===== src/rtl/ebi_initiator_if.sv =====
// ebi_initiator_if -- command/response and external-bus signals of ebi_initiator.
//   Command side : cmd_valid, cmd_ready, cmd_write, cmd_addr[18:0], cmd_wdata[15:0]
//   Response side: rsp_valid, rsp_rdata[15:0], busy
//   External bus : ebi_cs_n, ebi_wr_n, ebi_rd_n, ebi_addr[18:0],
//                  ebi_data_out[15:0], ebi_data_oe, ebi_data_in[15:0]
// modport master: the initiator (drives the bus, accepts commands).
// modport slave : the command source plus the external memory/peripheral.
interface ebi_initiator_if;
  logic        cmd_valid;
  logic        cmd_ready;
  logic        cmd_write;
  logic [18:0] cmd_addr;
  logic [15:0] cmd_wdata;
  logic        rsp_valid;
  logic [15:0] rsp_rdata;
  logic        busy;
  logic        ebi_cs_n;
  logic        ebi_wr_n;
  logic        ebi_rd_n;
  logic [18:0] ebi_addr;
  logic [15:0] ebi_data_out;
  logic        ebi_data_oe;
  logic [15:0] ebi_data_in;

  modport master (
    input  cmd_valid, cmd_write, cmd_addr, cmd_wdata, ebi_data_in,
    output cmd_ready, rsp_valid, rsp_rdata, busy,
           ebi_cs_n, ebi_wr_n, ebi_rd_n, ebi_addr, ebi_data_out, ebi_data_oe
  );

  modport slave (
    output cmd_valid, cmd_write, cmd_addr, cmd_wdata, ebi_data_in,
    input  cmd_ready, rsp_valid, rsp_rdata, busy,
           ebi_cs_n, ebi_wr_n, ebi_rd_n, ebi_addr, ebi_data_out, ebi_data_oe
  );
endinterface


===== src/rtl/ebi_initiator.sv =====
// ebi_initiator -- asynchronous external-bus initiator. Each command runs
// IDLE -> SETUP -> STROBE -> HOLD -> TURN -> IDLE with programmable phase lengths.
// Parameters: SETUP_CYCLES, STROBE_CYCLES, HOLD_CYCLES (each 1..15).
// Ports:
//   sys_clk : system clock, rising edge
//   reset   : synchronous, active-high
//   bus     : ebi_initiator_if.master (command, response and bus pins)
// Build option: define EBI_INITIATOR_CMD_FIFO_EN for a 4-entry command FIFO
// (cmd_ready = not full); otherwise commands are taken only in IDLE.
module ebi_initiator #(
  parameter int SETUP_CYCLES  = 1,
  parameter int STROBE_CYCLES = 3,
  parameter int HOLD_CYCLES   = 1
) (
  input  logic             sys_clk,
  input  logic             reset,
  ebi_initiator_if.master  bus
);

  typedef enum logic [2:0] {IDLE, SETUP, STROBE, HOLD, TURN} state_t;

  // Counters load "length - 1" and leave the phase when they reach zero.
  localparam logic [3:0] SETUP_LD  = 4'(SETUP_CYCLES - 1);
  localparam logic [3:0] STROBE_LD = 4'(STROBE_CYCLES - 1);
  localparam logic [3:0] HOLD_LD   = 4'(HOLD_CYCLES - 1);

  state_t      r_state;
  logic [3:0]  r_cnt;
  logic        r_write;
  logic        r_cs_n, r_wr_n, r_rd_n, r_oe, r_rsp_valid;
  logic [18:0] r_addr;
  logic [15:0] r_dout, r_rdata;

  logic        w_ready, w_cmd_avail, w_cmd_write, w_queued;
  logic [18:0] w_cmd_addr;
  logic [15:0] w_cmd_wdata;

`ifdef EBI_INITIATOR_CMD_FIFO_EN
  logic [35:0] r_fifo [4];
  logic [1:0]  r_wptr, r_rptr;
  logic [2:0]  r_count;
  logic        w_push, w_pop;

  assign w_ready     = (r_count != 3'd4);
  assign w_push      = bus.cmd_valid & w_ready;
  assign w_pop       = (r_state == IDLE) && (r_count != 3'd0);
  assign w_cmd_avail = (r_count != 3'd0);
  assign w_queued    = (r_count != 3'd0);
  assign {w_cmd_write, w_cmd_addr, w_cmd_wdata} = r_fifo[r_rptr];

  always_ff @(posedge sys_clk) begin
    if (w_push) r_fifo[r_wptr] <= {bus.cmd_write, bus.cmd_addr, bus.cmd_wdata};
    if (reset) begin
      r_wptr  <= 2'd0;
      r_rptr  <= 2'd0;
      r_count <= 3'd0;
    end else begin
      if (w_push) r_wptr <= r_wptr + 2'd1;
      if (w_pop)  r_rptr <= r_rptr + 2'd1;
      // Simultaneous push and pop leaves the occupancy unchanged.
      if (w_push && !w_pop)      r_count <= r_count + 3'd1;
      else if (!w_push && w_pop) r_count <= r_count - 3'd1;
    end
  end
`else
  assign w_ready     = (r_state == IDLE);
  assign w_cmd_avail = bus.cmd_valid;
  assign w_cmd_write = bus.cmd_write;
  assign w_cmd_addr  = bus.cmd_addr;
  assign w_cmd_wdata = bus.cmd_wdata;
  assign w_queued    = 1'b0;
`endif

  // All bus outputs are registered and only change on phase transitions.
  always_ff @(posedge sys_clk) begin
    if (reset) begin
      r_state     <= IDLE;
      r_cnt       <= 4'd0;
      r_write     <= 1'b0;
      r_cs_n      <= 1'b1;
      r_wr_n      <= 1'b1;
      r_rd_n      <= 1'b1;
      r_oe        <= 1'b0;
      r_addr      <= '0;
      r_dout      <= '0;
      r_rsp_valid <= 1'b0;
      r_rdata     <= '0;
    end else begin
      r_rsp_valid <= 1'b0;
      case (r_state)
        IDLE: begin
          if (w_cmd_avail) begin
            r_state <= SETUP;
            r_cnt   <= SETUP_LD;
            r_write <= w_cmd_write;
            r_cs_n  <= 1'b0;
            r_addr  <= w_cmd_addr;
            if (w_cmd_write) begin
              r_oe   <= 1'b1;
              r_dout <= w_cmd_wdata;
            end
          end
        end
        SETUP: begin
          if (r_cnt == 4'd0) begin
            r_state <= STROBE;
            r_cnt   <= STROBE_LD;
            if (r_write) r_wr_n <= 1'b0;
            else         r_rd_n <= 1'b0;
          end else begin
            r_cnt <= r_cnt - 4'd1;
          end
        end
        STROBE: begin
          if (r_cnt == 4'd0) begin
            r_state <= HOLD;
            r_cnt   <= HOLD_LD;
            r_wr_n  <= 1'b1;
            r_rd_n  <= 1'b1;
            // Sample read data on the edge that closes the strobe.
            if (!r_write) begin
              r_rdata     <= bus.ebi_data_in;
              r_rsp_valid <= 1'b1;
            end
          end else begin
            r_cnt <= r_cnt - 4'd1;
          end
        end
        HOLD: begin
          if (r_cnt == 4'd0) begin
            r_state <= TURN;
            r_cs_n  <= 1'b1;
            r_oe    <= 1'b0;
          end else begin
            r_cnt <= r_cnt - 4'd1;
          end
        end
        TURN:    r_state <= IDLE;
        default: r_state <= IDLE;
      endcase
    end
  end

  assign bus.cmd_ready    = w_ready;
  assign bus.busy         = (r_state != IDLE) | w_queued;
  assign bus.ebi_cs_n     = r_cs_n;
  assign bus.ebi_wr_n     = r_wr_n;
  assign bus.ebi_rd_n     = r_rd_n;
  assign bus.ebi_addr     = r_addr;
  assign bus.ebi_data_out = r_dout;
  assign bus.ebi_data_oe  = r_oe;
  assign bus.rsp_valid    = r_rsp_valid;
  assign bus.rsp_rdata    = r_rdata;

endmodule


===== src/flat_wrapper.sv =====
// flat-port wrapper written by rule: the top's interface ports become plain ports
module ebi_initiator_flat 
#(
  parameter int SETUP_CYCLES  = 1,
  parameter int STROBE_CYCLES = 3,
  parameter int HOLD_CYCLES   = 1
)
  (sys_clk, reset, bus_cmd_valid, bus_cmd_write, bus_cmd_addr, bus_cmd_wdata, bus_ebi_data_in, bus_cmd_ready, bus_rsp_valid, bus_rsp_rdata, bus_busy, bus_ebi_cs_n, bus_ebi_wr_n, bus_ebi_rd_n, bus_ebi_addr, bus_ebi_data_out, bus_ebi_data_oe);
  ebi_initiator_if bus_i ();
  input  logic sys_clk;
  input  logic reset;
  input wire logic [$bits(bus_i.cmd_valid)-1:0] bus_cmd_valid;
  input wire logic [$bits(bus_i.cmd_write)-1:0] bus_cmd_write;
  input wire logic [$bits(bus_i.cmd_addr)-1:0] bus_cmd_addr;
  input wire logic [$bits(bus_i.cmd_wdata)-1:0] bus_cmd_wdata;
  input wire logic [$bits(bus_i.ebi_data_in)-1:0] bus_ebi_data_in;
  output wire logic [$bits(bus_i.cmd_ready)-1:0] bus_cmd_ready;
  output wire logic [$bits(bus_i.rsp_valid)-1:0] bus_rsp_valid;
  output wire logic [$bits(bus_i.rsp_rdata)-1:0] bus_rsp_rdata;
  output wire logic [$bits(bus_i.busy)-1:0] bus_busy;
  output wire logic [$bits(bus_i.ebi_cs_n)-1:0] bus_ebi_cs_n;
  output wire logic [$bits(bus_i.ebi_wr_n)-1:0] bus_ebi_wr_n;
  output wire logic [$bits(bus_i.ebi_rd_n)-1:0] bus_ebi_rd_n;
  output wire logic [$bits(bus_i.ebi_addr)-1:0] bus_ebi_addr;
  output wire logic [$bits(bus_i.ebi_data_out)-1:0] bus_ebi_data_out;
  output wire logic [$bits(bus_i.ebi_data_oe)-1:0] bus_ebi_data_oe;
  assign bus_i.cmd_valid = bus_cmd_valid;
  assign bus_i.cmd_write = bus_cmd_write;
  assign bus_i.cmd_addr = bus_cmd_addr;
  assign bus_i.cmd_wdata = bus_cmd_wdata;
  assign bus_i.ebi_data_in = bus_ebi_data_in;
  assign bus_cmd_ready = bus_i.cmd_ready;
  assign bus_rsp_valid = bus_i.rsp_valid;
  assign bus_rsp_rdata = bus_i.rsp_rdata;
  assign bus_busy = bus_i.busy;
  assign bus_ebi_cs_n = bus_i.ebi_cs_n;
  assign bus_ebi_wr_n = bus_i.ebi_wr_n;
  assign bus_ebi_rd_n = bus_i.ebi_rd_n;
  assign bus_ebi_addr = bus_i.ebi_addr;
  assign bus_ebi_data_out = bus_i.ebi_data_out;
  assign bus_ebi_data_oe = bus_i.ebi_data_oe;
  ebi_initiator #(.SETUP_CYCLES(SETUP_CYCLES), .STROBE_CYCLES(STROBE_CYCLES), .HOLD_CYCLES(HOLD_CYCLES)) u_core (.sys_clk(sys_clk), .reset(reset), .bus(bus_i));
endmodule

===== config.mk =====
export PLATFORM = sky130hd
export DESIGN_NAME = ebi_initiator_flat
export DESIGN_NICKNAME = d
export VERILOG_FILES = /design/src/rtl/ebi_initiator_if.sv /design/src/rtl/ebi_initiator.sv /design/src/flat_wrapper.sv
export SDC_FILE = /design/constraint.sdc
export NUM_CORES = 1
export LEC_CHECK = 0
export BUFFER_PORTS_ARGS = -buffer_cell sky130_fd_sc_hd__buf_2
export CORE_UTILIZATION = 30
export CTS_BUF_LIST = sky130_fd_sc_hd__clkbuf_16
export DETAILED_ROUTE_END_ITERATION = 10
export PLACE_DENSITY = 0.65
export SYNTH_ARGS = -nofsm -noshare
export SYNTH_HDL_FRONTEND = slang
export SYNTH_SLANG_ARGS = --single-unit
export TNS_END_PERCENT = 50

===== constraint.sdc =====
create_clock -name sys_clk -period 2.3 [get_ports sys_clk]
set_input_delay 0.23 -clock sys_clk [delete_from_list [all_inputs] [get_ports sys_clk]]
set_output_delay 0.23 -clock sys_clk [all_outputs]
set_load 0.01 [all_outputs]

* Word-level counts from Yosys, hierarchy flattened
Cells that the tools add are included.
** Storage, ports and cells
- Flip-flop bits (word level) :: 64
- Output and inout bits :: 58
- Word-level logic and storage cells :: 66
** Cells by class
- Add/subtract/negate cells :: 1
- Equality and inequality tests :: 11
- Mux-type cells :: 24
- Bitwise logic cells :: 3
- Reduce and logical (&&, ||, !) cells :: 16
** Operators with widths (number)
- $mux W4 :: 4
- $pmux W4 S4 :: 1
- $reduce_and A4 Y1 :: 4
- $mux W3 :: 4
- $pmux W3 S4 :: 1
- $reduce_and A3 Y1 :: 4
- $mux W1 :: 10
- $ne A2 B1 Y1 const B :: 4
- $ne A2 B2 Y1 const B :: 4
- $pmux W1 S2 :: 4
- $eq A3 B2 Y1 const B :: 2
- $logic_not A4 Y1 :: 1
- $reduce_bool A2 Y1 :: 2
- $reduce_bool A4 Y1 :: 1
- $sub A4 B1 Y4 const B :: 1
- $eq A3 B1 Y1 const B :: 1
- $logic_not A3 Y1 :: 1
- $not A1 Y1 :: 3
- $reduce_bool A3 Y1 :: 1
- $reduce_or A3 Y1 :: 1
- $reduce_and A2 Y1 :: 1

* Logic depth before layout (Yosys ltp)
- Word-level depth :: 3
- Depth in mapped cells :: 6

* Least setup slack after synthesis
OpenSTA, ideal clock, no wires.
- Path type :: reg-to-reg
- Start :: register u_core.r_cnt[0]
- End :: register u_core.r_rdata[10] (netlist: u_core.bus.rsp_rdata[10])
- Setup time :: 0.072 ns
- Data arrival time :: 1.575 ns
- Path slack :: 0.654 ns
- Stages on the path, launching flop included :: 7
- Path buffers :: 1
- Clock period less this slack :: 1.646 ns
- Cells stage by stage :: dfxtp_1 > inv_1 > ha_1 > nand4bb_4 > nor4_4 > buf_6 > mux2i_1
** Between the ends
- Word-level cells in the longest chain between the ends :: 2
** Ends and longest elaborated chain
- start: declaration :: line ebi_initiator.sv:28 : logic [3:0] r_cnt;
- start signal: assignment :: line ebi_initiator.sv:111 : r_cnt <= r_cnt - 4'd1;
- start signal: assignment :: line ebi_initiator.sv:126 : r_cnt <= r_cnt - 4'd1;
- start signal: assignment :: line ebi_initiator.sv:135 : r_cnt <= r_cnt - 4'd1;
- $logic_not A4 Y1 :: line ebi_initiator.sv:115 : if (r_cnt == 4'd0) begin
- $reduce_and A3 Y1 (no source line)
- end signal: assignment :: line ebi_initiator.sv:122 : r_rdata <= bus.ebi_data_in;
- end: declaration :: line ebi_initiator.sv:32 : logic [15:0] r_dout, r_rdata;
Every way passes these cells.
A chain may end at the register's enable or synchronous reset.

* Worst setup path after layout
- Start :: register u_core.r_state[1]
- End :: register u_core.r_dout[13] (netlist: u_core.bus.ebi_data_out[13])
** Between the ends
- Word-level cells in the longest chain between the ends :: 2
** Ends and longest elaborated chain
- start: declaration :: line ebi_initiator.sv:27 : state_t r_state;
- start signal: assignment :: line ebi_initiator.sv:77 : r_state <= IDLE;
- start signal: assignment :: line ebi_initiator.sv:93 : r_state <= SETUP;
- start signal: assignment :: line ebi_initiator.sv:106 : r_state <= STROBE;
- $logic_not A3 Y1 :: line ebi_initiator.sv:90 : case (r_state)
- $reduce_and A3 Y1 (no source line)
- end signal: assignment :: line ebi_initiator.sv:100 : r_dout <= w_cmd_wdata;
- end: declaration :: line ebi_initiator.sv:32
Every way passes these cells.

==> results.toml <==
[cts]
postCtsHoldBufs = 0
cts_buffers = 9
cts.sinks = 64
cts_tree = "yes"
clk_latency_ns = 0.32
clk_path_buf_depth = 2
root_buffer = "clkbuf_16"
postCtsSetupBuffers = 0
clk_pin_slew_ns = 0.06
cts_resized = 0
cts_max_level = 3

[die]
placementRows = 33
die_w_um = 96.1
ios = 113
core-area_um2 = 8380
die_area_um2 = 9230
die_y_um = 96.1
initial_core_util = 0.317

[timing]
max_freq_mhz = 561
finalHoldViolCount = 0
relSlewSlack = 0.339
min_period_ns = 1.78
tightest_slew_ns = 0.992
setup_tns_ns = 0
slew_viol_final = 0
skew_ns = 0.00357
rsz0062_at_grt = "no"
finalSetupViolCount = 0
fin_crit_sh = 0.775

[detailed_routing]
via_count = 2376
avgViaCountPerCell = 4.65
first_iter_violations = 58
wl_um = 6390
drc = 0
ant_nets = 0
dr.pass1.iters = 4
wl_per_cell_um = 12.5

[critical_path]
rrSetupSlack_ns = 0.52
worstPathArrival_ns = 1.94
critical_path_class = "reg2reg"
worst_path_largest_cell_delay_ns = 0.58
cp_max_fo = 35
cp-start-kind = "flop"
crit_path_cell_trace = "or4b_1 -> buf_4 -> o21ai_0 -> a21oi_1"
required_ns = 2.46
reg2reg_from = "u_core.r_state[1]"
cp_slowest_cell = "or4b_1"
reg2reg_depth = 4
end_kind = "flop"
rr_endpoint = "u_core.bus.ebi_data_out[13]"

[logic_synthesis]
yosysSeqAreaShare = 0.483
syn_inst = 295
syn_area_per_cell_um2 = 9.00
ys_warn_count = 0
yosysUniqueCellTypes = 37
synth-seq-cells = 64
synth_nets = 352
syn-cell-area_um2 = 2660

[pwr]
p_total_mw = 4.06
power_per_cell_area_nw_per_um2 = 1130
ir_drop_mv = 0.410
p_leak_nw = 1.56

[grt]
antenna_found_initial = 0
grt_pass1_wl_um = 10000
track_usage = 0.140
grt_max_degree = 69
overflow = 0
first_global_vias = 2228

[final_layout]
final_nets = 459
layout.area.seq_um2 = 1280
drive_gt1_frac = 0.350
fill_cells = 858
fin_util = 0.427
n_antenna_cell = 0
multi_input_area_um2 = 1230
syn2layout_area_growth_pct = 34.9

[worst_hold_path]
worst_hold_path.endpoint = "u_core.bus.ebi_addr[13]"
hold_depth = 3
hold_class = "in2reg"
worstHoldStart = "bus_cmd_addr[13]"

[run_status]
outcome = "finished clean"

[placement]
portBuffers = 112
routabilityCongestion = 0.776
hpwl_um = 4460

[flow_run]
cap_violations = 0
where the power goes:
group          total [mW]  internal (mW)  switching [mW]
clock                1.31          0.827           0.483
sequential           1.46           1.32           0.142
combinational        1.29          0.572           0.714
kinds of logic (layout without fill, tap and decap cells):
group	Yosys count	after routing	share of synthesized area
AOI/OAI and AO/OA	65	65	0.135
xor gates and xnor gates	1	1	0.00330
adders and majority gates	2	2	0.00942
buffers and inverters	29	140	0.0542
DFF	64	64	0.483
muxes	17	17	0.0641
and+or+nand+nor	117	117	0.251
how the worst max path moves through the flow:
stage	slack, ns	from	to	cells after the start
6_report	0.52	u_core.r_state[1]	u_core.bus.ebi_data_out[13]	4
5_1_grt	0.41	u_core.r_state[1]	u_core.bus.ebi_data_out[14]	4
4_1_cts	0.52	u_core.r_state[1]	u_core.bus.ebi_data_out[13]	4
3_5_place_dp	0.54	u_core.r_state[1]	u_core.bus.ebi_data_out[13]	4
3_3_place_gp	0.64	u_core.r_state[1]	u_core.bus.ebi_data_out[9]	4
2_1_floorplan	0.65	u_core.r_cnt[0]	u_core.bus.rsp_rdata[10]	6
worst max-delay path, delay by kind of cell (launching register included):
kind / cells / cell delay, ns
compound gates: 2 / 0.32
buf+inv: 1 / 0.27
flops: 1 / 0.44
simple gates: 1 / 0.58
cell type report:
type	instances	area share
Clock buffer	9	0.0629
Clock inverter	6	0.0171
Inverter	5	0.00524
Multi-Input combinational cell	202	0.343
Sequential cell	64	0.358
Tap cell	105	0.0367
Timing Repair Buffer	120	0.177
sequential cells by signal (all words and copies together), names as in the netlist, 3 cells and up:
name and flops:
u_core.r_state 3, u_core.r_cnt 4, u_core.bus.ebi_addr 19, u_core.bus.rsp_rdata 16, u_core.bus.ebi_data_out 16
cells in the mapped netlist:
cell type	count	area, µm²
nor4b_1	1	8.76
a41oi_1	1	8.76
o21ai_0	8	40.0
a211oi_1	3	22.5
o21ai_1	10	50.1
mux2i_1	17	170
a21oi_1	37	185
a221o_1	1	10.0
o32a_1	1	10.0
nand3_1	18	90.1
nand2_1	41	154
nand4bb_4	1	27.5
and2_1	1	6.26
a311oi_1	1	8.76
buf_6	3	33.8
o32ai_1	1	8.76
o31a_1	1	8.76
nor4b_4	1	23.8
buf_4	1	7.51
a31oi_1	1	6.26
nor2b_1	3	18.8
ha_1	2	25.0
nor3_1	7	35.0
nand2b_1	33	206
buf_2	7	35.0
nor4_1	1	6.26
or2_2	1	6.26
and4bb_2	2	25.0
xnor2_1	1	8.76
nand3b_1	1	7.51
dfxtp_1	64	1280
inv_1	5	18.8
clkbuf_1	13	48.8
nor2_1	3	11.3
or3b_2	1	8.76
nor4_4	1	21.3
or4b_1	1	10.0
layer usage:
layer,vias up,share of wire,global-route usage
met2,63,0.48,0.234
li1,1229,-,-
met1,1076,0.46,0.168
met5,-,0,0
met4,0,0.016,0.0734
met3,8,0.049,0.0292
through the flow:
step / hold WS, ns / instance area (µm²) / cells / worst slack (ns)
floorplan: 0.366 / 2660 / 295 / 0.654
global placement: 0.440 / 3290 / 496 / 0.642
detailed placement: 0.445 / 3290 / 496 / 0.544
CTS: 0.131 / 3580 / 511 / 0.523
global route: 0.139 / 3580 / 511 / 0.410
finish: 0.144 / 3580 / 511 / 0.517
layout by cell type, fill, tap and decap left out, types with 2 or more instances in the layout:
master and count:
mux2i_1 17, a21oi_1 37, buf_4 7, ha_1 2, and4bb_2 2, nand3_1 18
nor2b_1 3, nand2_1 41, buf_2 112, o21ai_0 8, clkbuf_16 9, a211oi_1 3
o21ai_1 10, dfxtp_1 64, inv_1 5, nand2b_1 33, nor2_1 3, nor3_1 7
clkinv_2 3
No activity file was read; power rests on OpenSTA's default activity.
